File: src/rtl/modem_tx_serializer_pkg.sv
// Shared constants and FSM encoding for the modem transmit serializer.
// The receiver imports the same word width so both ends stay in step.
package modem_tx_serializer_pkg;

    localparam int MODEM_WORD_W = 7;

    typedef enum logic [1:0] {
        ST_IDLE  = 2'd0,
        ST_SHIFT = 2'd1,
        ST_GAP   = 2'd2
    } tx_state_e;

endpackage

File: src/rtl/modem_tx_serializer_if.sv
// Word-input handshake plus serial-side outputs of the transmit serializer.
// The source drives through master; the serializer sits on slave.
interface modem_tx_serializer_if #(
    parameter int WORD_W     = modem_tx_serializer_pkg::MODEM_WORD_W,
    parameter int FIFO_DEPTH = 4
) ();

    localparam int LEVEL_W = $clog2(FIFO_DEPTH) + 1;

    logic [WORD_W-1:0]  wr_data;
    logic               wr_valid;
    logic               wr_ready;
    logic               data_out;
    logic               lock;
    logic               busy;
    logic [LEVEL_W-1:0] fifo_level;

    modport master (
        output wr_data, wr_valid,
        input  wr_ready, data_out, lock, busy, fifo_level
    );

    modport slave (
        input  wr_data, wr_valid,
        output wr_ready, data_out, lock, busy, fifo_level
    );

endinterface

File: src/rtl/modem_tx_fifo.sv
// Small synchronous word FIFO with registered full/empty flags and fill level.
// Push while full and pop while empty are ignored, so callers need no extra guarding.
module modem_tx_fifo #(
    parameter int WIDTH = 7,
    parameter int DEPTH = 4
) (
    input  logic                   sys_clk,
    input  logic                   reset,
    input  logic                   push_i,
    input  logic [WIDTH-1:0]       push_data_i,
    input  logic                   pop_i,
    output logic [WIDTH-1:0]       pop_data_o,
    output logic                   full_o,
    output logic                   empty_o,
    output logic [$clog2(DEPTH):0] level_o
);

    localparam int PTR_W   = $clog2(DEPTH);
    localparam int LEVEL_W = PTR_W + 1;

    logic [WIDTH-1:0]   mem_q [DEPTH];
    logic [PTR_W-1:0]   wr_ptr_q, wr_ptr_d;
    logic [PTR_W-1:0]   rd_ptr_q, rd_ptr_d;
    logic [LEVEL_W-1:0] count_q, count_d;
    logic               full_q, full_d;
    logic               empty_q, empty_d;
    logic               do_push, do_pop;

    assign do_push = push_i && !full_q;
    assign do_pop  = pop_i && !empty_q;

    always_comb begin
        wr_ptr_d = do_push ? wr_ptr_q + PTR_W'(1) : wr_ptr_q;
        rd_ptr_d = do_pop  ? rd_ptr_q + PTR_W'(1) : rd_ptr_q;
        count_d  = count_q + LEVEL_W'(do_push) - LEVEL_W'(do_pop);
        full_d   = (count_d == LEVEL_W'(DEPTH));
        empty_d  = (count_d == '0);
    end

    // NOTE: sequential state uses non-blocking assignments so every flop samples pre-edge values.
    always_ff @(posedge sys_clk or posedge reset) begin
        if (reset) begin
            wr_ptr_q <= '0;
            rd_ptr_q <= '0;
            count_q  <= '0;
            full_q   <= 1'b0;
            empty_q  <= 1'b1;
        end else begin
            wr_ptr_q <= wr_ptr_d;
            rd_ptr_q <= rd_ptr_d;
            count_q  <= count_d;
            full_q   <= full_d;
            empty_q  <= empty_d;
        end
    end

    // NOTE: storage has no reset; the pointers and count alone decide which entries are valid.
    always_ff @(posedge sys_clk) begin
        if (do_push) mem_q[wr_ptr_q] <= push_data_i;
    end

    assign pop_data_o = mem_q[rd_ptr_q];
    assign full_o     = full_q;
    assign empty_o    = empty_q;
    assign level_o    = count_q;

endmodule

File: src/rtl/modem_tx_serializer.sv
// Buffers words and emits each MSB-first on data_out, with a one-cycle low lock strobe
// at the end of every bit slot, followed by an idle gap of GAP_SLOTS slots.
module modem_tx_serializer
    import modem_tx_serializer_pkg::*;
#(
    parameter int WORD_W     = MODEM_WORD_W,
    parameter int BIT_DIV    = 16,
    parameter int FIFO_DEPTH = 4,
    parameter int GAP_SLOTS  = 2
) (
    input  logic                  sys_clk,
    input  logic                  reset,
    modem_tx_serializer_if.slave  bus
);

    localparam int DIV_W   = $clog2(BIT_DIV);
    localparam int BIT_W   = $clog2(WORD_W);
    localparam int GAP_LEN = GAP_SLOTS * BIT_DIV;
    localparam int GAP_W   = $clog2(GAP_LEN + 2);

    localparam logic [DIV_W-1:0] DIV_LAST = DIV_W'(BIT_DIV - 1);
    localparam logic [BIT_W-1:0] BIT_LAST = BIT_W'(WORD_W - 1);
    localparam logic [GAP_W-1:0] GAP_LAST = GAP_W'((GAP_LEN > 0) ? GAP_LEN - 1 : 0);

    tx_state_e          state_q, state_d;
    logic [WORD_W-1:0]  shreg_q, shreg_d;
    logic [BIT_W-1:0]   bit_idx_q, bit_idx_d;
    logic [DIV_W-1:0]   div_cnt_q, div_cnt_d;
    logic [GAP_W-1:0]   gap_cnt_q, gap_cnt_d;
    logic               data_out_q, data_out_d;
    logic               lock_q, lock_d;
    logic               busy_q, busy_d;

    logic               fifo_pop;
    logic               fifo_full;
    logic               fifo_empty;
    logic [WORD_W-1:0]  fifo_data;

    modem_tx_fifo #(
        .WIDTH (WORD_W),
        .DEPTH (FIFO_DEPTH)
    ) u_fifo (
        .sys_clk     (sys_clk),
        .reset       (reset),
        .push_i      (bus.wr_valid),
        .push_data_i (bus.wr_data),
        .pop_i       (fifo_pop),
        .pop_data_o  (fifo_data),
        .full_o      (fifo_full),
        .empty_o     (fifo_empty),
        .level_o     (bus.fifo_level)
    );

    // NOTE: every signal driven here gets a default first, so no path can infer a latch.
    always_comb begin
        state_d   = state_q;
        shreg_d   = shreg_q;
        bit_idx_d = bit_idx_q;
        div_cnt_d = div_cnt_q;
        gap_cnt_d = gap_cnt_q;
        fifo_pop  = 1'b0;

        unique case (state_q)
            ST_IDLE: begin
                if (!fifo_empty) begin
                    fifo_pop  = 1'b1;
                    shreg_d   = fifo_data;
                    bit_idx_d = '0;
                    div_cnt_d = '0;
                    state_d   = ST_SHIFT;
                end
            end
            ST_SHIFT: begin
                if (div_cnt_q == DIV_LAST) begin
                    div_cnt_d = '0;
                    shreg_d   = {shreg_q[WORD_W-2:0], 1'b0};
                    bit_idx_d = bit_idx_q + BIT_W'(1);
                    if (bit_idx_q == BIT_LAST) begin
                        gap_cnt_d = '0;
                        state_d   = (GAP_SLOTS == 0) ? ST_IDLE : ST_GAP;
                    end
                end else begin
                    div_cnt_d = div_cnt_q + DIV_W'(1);
                end
            end
            ST_GAP: begin
                if (gap_cnt_q == GAP_LAST) state_d = ST_IDLE;
                else                       gap_cnt_d = gap_cnt_q + GAP_W'(1);
            end
            default: state_d = ST_IDLE;
        endcase

        // Outputs are decoded from next-state values so the flops line up with the state they describe.
        data_out_d = (state_d == ST_SHIFT) && shreg_d[WORD_W-1];
        lock_d     = !((state_d == ST_SHIFT) && (div_cnt_d == DIV_LAST));
        busy_d     = (state_d != ST_IDLE);
    end

    always_ff @(posedge sys_clk or posedge reset) begin
        if (reset) begin
            state_q    <= ST_IDLE;
            shreg_q    <= '0;
            bit_idx_q  <= '0;
            div_cnt_q  <= '0;
            gap_cnt_q  <= '0;
            data_out_q <= 1'b0;
            lock_q     <= 1'b1;
            busy_q     <= 1'b0;
        end else begin
            state_q    <= state_d;
            shreg_q    <= shreg_d;
            bit_idx_q  <= bit_idx_d;
            div_cnt_q  <= div_cnt_d;
            gap_cnt_q  <= gap_cnt_d;
            data_out_q <= data_out_d;
            lock_q     <= lock_d;
            busy_q     <= busy_d;
        end
    end

    assign bus.wr_ready = !fifo_full;
    assign bus.data_out = data_out_q;
    assign bus.lock     = lock_q;
    assign bus.busy     = busy_q;

endmodule

File: src/flat_wrapper.sv
// flat-port wrapper written by rule: the top's interface ports become plain ports
module modem_tx_serializer_flat import modem_tx_serializer_pkg::*;
#(
    parameter int WORD_W     = MODEM_WORD_W,
    parameter int BIT_DIV    = 16,
    parameter int FIFO_DEPTH = 4,
    parameter int GAP_SLOTS  = 2
)
  (sys_clk, reset, bus_wr_data, bus_wr_valid, bus_wr_ready, bus_data_out, bus_lock, bus_busy, bus_fifo_level);
  modem_tx_serializer_if #(.WORD_W(WORD_W), .FIFO_DEPTH(FIFO_DEPTH)) bus_i ();
  input  logic sys_clk;
  input  logic reset;
  input wire logic [$bits(bus_i.wr_data)-1:0] bus_wr_data;
  input wire logic [$bits(bus_i.wr_valid)-1:0] bus_wr_valid;
  output wire logic [$bits(bus_i.wr_ready)-1:0] bus_wr_ready;
  output wire logic [$bits(bus_i.data_out)-1:0] bus_data_out;
  output wire logic [$bits(bus_i.lock)-1:0] bus_lock;
  output wire logic [$bits(bus_i.busy)-1:0] bus_busy;
  output wire logic [$bits(bus_i.fifo_level)-1:0] bus_fifo_level;
  assign bus_i.wr_data = bus_wr_data;
  assign bus_i.wr_valid = bus_wr_valid;
  assign bus_wr_ready = bus_i.wr_ready;
  assign bus_data_out = bus_i.data_out;
  assign bus_lock = bus_i.lock;
  assign bus_busy = bus_i.busy;
  assign bus_fifo_level = bus_i.fifo_level;
  modem_tx_serializer #(.WORD_W(WORD_W), .BIT_DIV(BIT_DIV), .FIFO_DEPTH(FIFO_DEPTH), .GAP_SLOTS(GAP_SLOTS)) u_core (.sys_clk(sys_clk), .reset(reset), .bus(bus_i));
endmodule
File: config.mk
export PLATFORM = sky130hd
export DESIGN_NAME = modem_tx_serializer_flat
export DESIGN_NICKNAME = d
export VERILOG_FILES = /design/src/rtl/modem_tx_serializer_pkg.sv /design/src/rtl/modem_tx_serializer_if.sv /design/src/rtl/modem_tx_fifo.sv /design/src/rtl/modem_tx_serializer.sv /design/src/flat_wrapper.sv
export SDC_FILE = /design/constraint.sdc
export NUM_CORES = 1
export LEC_CHECK = 0
export ABC_AREA = 0
export CORE_MARGIN = 5
export CORE_UTILIZATION = 50
export CTS_CLUSTER_DIAMETER = 120
export DETAILED_ROUTE_END_ITERATION = 10
export DONT_BUFFER_PORTS = 1
export MAX_ROUTING_LAYER = met4
export PLACE_DENSITY = 0.65
export REMOVE_ABC_BUFFERS = 1
export SKIP_CTS_REPAIR_TIMING = 1
export SLEW_MARGIN = 5
export SYNTH_ARGS = -nofsm -noshare
export SYNTH_HDL_FRONTEND = slang
export SYNTH_SLANG_ARGS = --single-unit
File: constraint.sdc
create_clock -name sys_clk -period 2.2 [get_ports sys_clk]
set_input_delay 0.22 -clock sys_clk [delete_from_list [all_inputs] [get_ports sys_clk]]
set_output_delay 0.22 -clock sys_clk [all_outputs]
set_load 0.02 [all_outputs]
Word-level counts from Yosys, hierarchy flattened. Memory sizes are Yosys's and may differ from the RTL's. Cells that the tools add are included.

$add $sub $neg: 7. Multipliers: 0. Div/mod/pow operators: 0. $lt $le $gt $ge: 0. Equal/unequal tests: 12. Shift-type cells: 0. Muxes and demuxes: 22. Bitwise gates (word level): 0. Reductions and logical operators: 14.

Operator list (number): 6-bit two-way mux (3); 7-bit two-way mux (2); 7-bit case mux with 2 select lines (1); 6-bit case mux with 2 select lines (1); 4-bit == test (second input constant) (2); 2-bit two-way mux (4); 4-bit two-way mux (2); 4-bit case mux with 2 select lines (1); 6-bit by 1-bit adder with 6-bit output (second input constant) (1); 3-bit == test (second input constant) (2); 6-bit by 5-bit == test with 1-bit output (second input constant) (1); 3-bit two-way mux (2); 2-bit case mux with 3 select lines (1); 3-bit case mux with 2 select lines (1); 2-bit nonzero test (3); 2-bit by 1-bit adder with 2-bit output (second input constant) (2); 4-bit by 1-bit adder with 4-bit output (second input constant) (1); 2-bit by 1-bit == test with 1-bit output (second input constant) (2); 1-bit logical AND (4); 1-bit two-way mux (4); 2-bit by 1-bit != test with 1-bit output (second input constant) (2); 2-bit != test (second input constant) (2); 4-bit AND reduction (1); 3-bit by 1-bit adder with 3-bit output (1); 7 further kinds (9).

Register bits after elaboration: 34. Bits in latches: 0. Memory bits (writable): 28. Bits in read-only memories: 0. Bits of input ports: 10. Output and inout port bits: 7. Logic and storage cells: 70. Memories kept: 1.

Memory list: u_core.u_fifo.mem_q (words 4, width 7, read ports 1, clocked after Yosys merged registers in 0, write ports 1, line modem_tx_fifo.sv:21) `logic [WIDTH-1:0] mem_q [DEPTH];`.

Longest topological paths before layout.
Depth after elaboration: 7. Depth in mapped cells: 11. Depth with buffers taken out: 10.

By module. Synthesis repeated with hierarchy kept, for this count alone.

Cell total of the unflattened synthesis: 200. Area total of the unflattened synthesis: 2738.9 um^2.

By module, submodules not included: modem_tx_fifo (times used 1, cells an instance 74, area each 1492.7 um^2, sequential area each 1067.3 um^2); modem_tx_serializer (times used 1, cells an instance 126, area each 1246.2 um^2, sequential area each 626.9 um^2).

Least setup slack after synthesis. No wires, ideal clock.

Path type: register to register. From: register u_core.state_q[0]. To: register u_core.u_fifo.full_q, in the netlist u_core.u_fifo.full_o. Setup time: 0.088 ns. Data arrival time: 2.179 ns. Required time: 2.112 ns. Setup slack: -0.067 ns. Cell stages (with the launch flop): 12. Buffers on the path: 2. Period minus slack after synthesis: 2.267 ns. Cell sequence: dfrtp_1 buf_4 nor3_1 buf_2 ha_1 inv_1 ha_1 inv_1 fa_1 xnor2_1 xnor2_1 nor3b_1.

Cells in the longest elaborated chain, start to end: 5.

Ends and longest elaborated chain: start, declared (line modem_tx_serializer.sv:25) `tx_state_e state_q, state_d;`; start signal, assigned (line modem_tx_serializer.sv:110) `state_q <= state_d;`; 2-bit logical NOT (line modem_tx_serializer.sv:63) `unique case (state_q)`; 1-bit two-way mux (line modem_tx_serializer.sv:63); 1-bit logical AND (line modem_tx_fifo.sv:30) `assign do_pop = pop_i && !empty_q;`; via u_core.u_fifo.do_pop (line modem_tx_fifo.sv:27) `logic do_push, do_pop;`; 3-bit by 1-bit subtractor with 3-bit output (line modem_tx_fifo.sv:35) `count_d = count_q + LEVEL_W'(do_push) - LEVEL_W'(do_pop);`; via u_core.u_fifo.count_d[2] (line modem_tx_fifo.sv:24) `logic [LEVEL_W-1:0] count_q, count_d;`; 3-bit == test (line modem_tx_fifo.sv:36) `full_d = (count_d == LEVEL_W'(DEPTH));`; via u_core.u_fifo.full_d (line modem_tx_fifo.sv:25) `logic full_q, full_d;`; end signal, assigned (line modem_tx_fifo.sv:52) `full_q <= full_d;`; end, declared (line modem_tx_fifo.sv:25).

The timed path passes the listed nets, and every way through them passes these cells. A chain may end at the register's enable or synchronous reset.

Worst setup path in the final report.
From: register u_core.state_q[1]. To: register u_core.u_fifo.full_q, in the netlist u_core.u_fifo.full_o.

Cells in the longest elaborated chain, start to end: 5.

Ends and longest elaborated chain (line): 2-bit logical NOT (modem_tx_serializer.sv:63); 1-bit two-way mux (modem_tx_serializer.sv:63); 1-bit logical AND (modem_tx_fifo.sv:30); 3-bit by 1-bit subtractor with 3-bit output (modem_tx_fifo.sv:35); via u_core.u_fifo.count_d[2] (modem_tx_fifo.sv:24); 3-bit == test (modem_tx_fifo.sv:36); via u_core.u_fifo.full_d (modem_tx_fifo.sv:25).

The timed path passes the listed nets, and every way through them passes these cells.

==> impl_metrics.csv <==
group,metric,value,unit
floorplan,core,5170,um2
place,io_buffers,0,
pwr,swShare,0.300,
critical_path,r2r-end,"u_core.u_fifo.full_o$_DFF_PP0_",
routing,drt_wl_total,4560,um
cts,cts.htree.levels,3,
timing,finalCritPeriodShare,0.974,
timing,setup_slack,0.0578,ns
global_routing,grt_pass1_wl,7520,um
critical_path,cp-end-kind,"register",
hold_path,hold_depth,4,
logic_synthesis,synth_cells,192,
floorplan,die_h,83.6,um
cts,clock_sinks,62,
timing,setup_violations,0,
floorplan,die_area,7000,um2
finish,diodes,0,
place,place.gp.congestion,0.767,
finish,final_cell_mix,"dfrtp_1, edfxtp_1, nand2_1",
global_routing,grt_start_max_net_pins,35,
pwr,pwr-share-comb,0.233,
pwr,seqPwrFrac,0.484,
pwr,powerDensity,1190,nW/um2
logic_synthesis,synthesis.area,2710,um2
logic_synthesis,async_reset_ff_frac,0.548,
cts,clk_pin_slew,0.06,ns
outcome,run_status,"finished clean",
timing,tightest_slew,0.459,ns
finish,syn_to_final_growth,15.1,%
floorplan,start_util,0.524,
finish,nets,233,
place,placed_area,2790,um2
hold_path,hold_path.class,"input port to register",
logic_synthesis,yosysUniqueCellTypes,47,
timing,relSlewSlack,0.694,
pwr,power.share.clock,0.283,
place,post-place-ws,-0.0676,ns
timing,slew_violations,0,
hold_path,hold_end,"u_core.u_fifo.wr_ptr_q[0]$_DFFE_PP0P_",
routing,wire_per_inst,15.9,um
logic_synthesis,synthTopCellsByArea,"edfxtp_1, dfrtp_1, mux4_1, ha_1, nand2_1",
timing,fin_worst_skew,0.00718,ns
pwr,peakVddDrop,0.633,mV
finish,layout-drive-gt1-share,0.175,
cts,clk_latency,0.34,ns
global_routing,track_usage,0.145,
logic_synthesis,synth_ff_type,"dfrtp_1",
global_routing,grt_pass1_vias,1607,
finish,stdcell_area,3120,um2
critical_path,worstPathMaxFanout,3,
floorplan,ioPinCount,17,
finish,final_util,0.603,
timing,hold_slack,0.376,ns
routing,vias,1534,
logic_synthesis,avgSynthCellArea,14.1,um2
critical_path,reg2reg_from,"u_core.state_q[1]$_DFF_PP0_",
floorplan,die_x,83.6,um
cts,tritoncts,"yes",
critical_path,required,2.45,ns
routing,vias_per_cell,5.34,
logic_synthesis,ys_seq_elements,62,
logic_synthesis,yosysTopAreaCell,"edfxtp_1",
flow_run,drv_cap,0,
timing,grt_setup_unrepaired,"true",
routing,ant_nets,0,
cts,cts_buffers,9,
pwr,p_sw,1.11,mW
critical_path,worstSetupPathType,"register to register",
global_routing,antenna_found_initial,0,
global_routing,overflow,0,
pwr,power.total,3.71,mW
timing,fmax,0.467,GHz
finish,final_common_cell,"dfrtp_1",
critical_path,arrival,2.40,ns
routing,drtIter0Drc,131,
routing,drc,0,
pwr,p_leak,1.33,nW
logic_synthesis,synth_edf_count,28,
place,dp_hpwl,3110,um
logic_synthesis,synth_top_cell_area_share,0.310,
floorplan,row_count,26,
routing,dr.pass1.iters,4,
logic_synthesis,seq_area_frac_synth,0.625,
cts,root_buffer,"clkbuf_8",
logic_synthesis,synth-warning-count,0,
timing,hold_viol,0,
critical_path,critPathLaunchType,"register",
timing,period_needed,2.14,ns
cts,clockBufferDepth,2,
critical_path,rrSetupSlack,0.06,ns
critical_path,ff2ff_path_depth,9,
hold_path,min_from,"bus_wr_valid",
pwr,p_int,2.60,mW
## cell usage after synthesis (2+ instances only)
cell type and number:
and2_1 5, edfxtp_1 28, o21ai_0 5, nand2b_1 3, mux2_2 2, a21oi_1 3
a22o_1 5, ha_1 10, a41oi_1 2, nor3b_1 2, and3_1 3, buf_2 2
dfstp_2 2, nor2_1 2, dfrtp_1 32, a22oi_1 5, nand3_1 5, nand2_1 17
o31ai_1 2, inv_1 16, xnor2_1 5, nor3_1 4, xor2_1 2, nor2b_1 2
mux4_1 6
## area by class of cell
type	instances	area, um2
multi-input combinational	108	941
fill	392	2050
inverter	16	60.1
tap	70	87.6
clock buffer	11	131
clock inverter	5	73.8
sequential	62	1690
timing repair buffer	15	133
## per-layer routing
| metal | GRT usage | vias up | share of wire |
|---|---|---|---|
| li1 | - | 743 | - |
| met1 | 0.154 | 755 | 0.42 |
| met2 | 0.237 | 26 | 0.52 |
| met3 | 0.0553 | 10 | 0.039 |
| met4 | 0.0702 | 0 | 0.020 |
| met5 | - | - | 0 |
## cells by family after synthesis
logic type                 Yosys count  share of synthesized area
and+or+nand+nor                     50                      0.100
AOI/OAI and AO/OA                   31                     0.0849
DFF                                 62                      0.625
buffers and inverters               22                     0.0392
muxes                                9                     0.0748
adders and majority gates           11                     0.0535
xor gates and xnor gates             7                     0.0226
## how the worst max path moves through the flow
stage          slack [ns]  cells past startpoint                         from                        endpoint
3_5_place_dp        -0.07                      9  u_core.state_q[1]$_DFF_PP0_  u_core.u_fifo.full_o$_DFF_PP0_
3_3_place_gp         0.12                      9  u_core.state_q[1]$_DFF_PP0_  u_core.u_fifo.full_o$_DFF_PP0_
6_report             0.06                      9  u_core.state_q[1]$_DFF_PP0_  u_core.u_fifo.full_o$_DFF_PP0_
4_1_cts              -0.1                      9  u_core.state_q[1]$_DFF_PP0_  u_core.u_fifo.full_o$_DFF_PP0_
2_1_floorplan       -0.43                      9  u_core.state_q[1]$_DFF_PP0_  u_core.u_fifo.full_o$_DFF_PP0_
5_1_grt             -0.07                      9  u_core.state_q[1]$_DFF_PP0_  u_core.u_fifo.full_o$_DFF_PP0_
## worst max-delay path, cell delays in order, from the launching register on
cell and delay, ns:
dfrtp_1 0.39, nor3_2 0.22, ha_1 0.26, inv_1 0.05
ha_1 0.13, inv_1 0.05, fa_2 0.35, xnor2_2 0.17
xnor2_2 0.24, nor3b_2 0.21
## power by group through the flow
stage          Combinational (mW)  Sequential (mW)  Clock [mW]
4_1_cts                     0.746             1.79        1.08
3_3_place_gp                0.682             1.79           0
5_1_grt                     0.956             1.83        1.14
2_1_floorplan               0.590             1.75           0
6_report                    0.865             1.80        1.05
3_5_place_dp                0.741             1.81           0
## sequential cells by signal, summed over array words and instances, names as in the netlist, 2 cells and up
name / cells
u_core.u_fifo.wr_ptr_q: 2
u_core.shreg_q: 7
u_core.div_cnt_q: 4
u_core.state_q: 2
u_core.u_fifo.mem_q: 28
u_core.bit_idx_q: 3
u_core.u_fifo.level_o: 3
u_core.u_fifo.rd_ptr_q: 2
u_core.gap_cnt_q: 6
## stage by stage
step	cells	TNS (ns)
final	287	0
after global routing	287	-0.0664
after CTS	277	-0.0971
after detailed placement	261	-0.0676
after global placement	261	0
after floorplan	186	-1.14
Note: power is estimated with default switching activity, not from simulation.
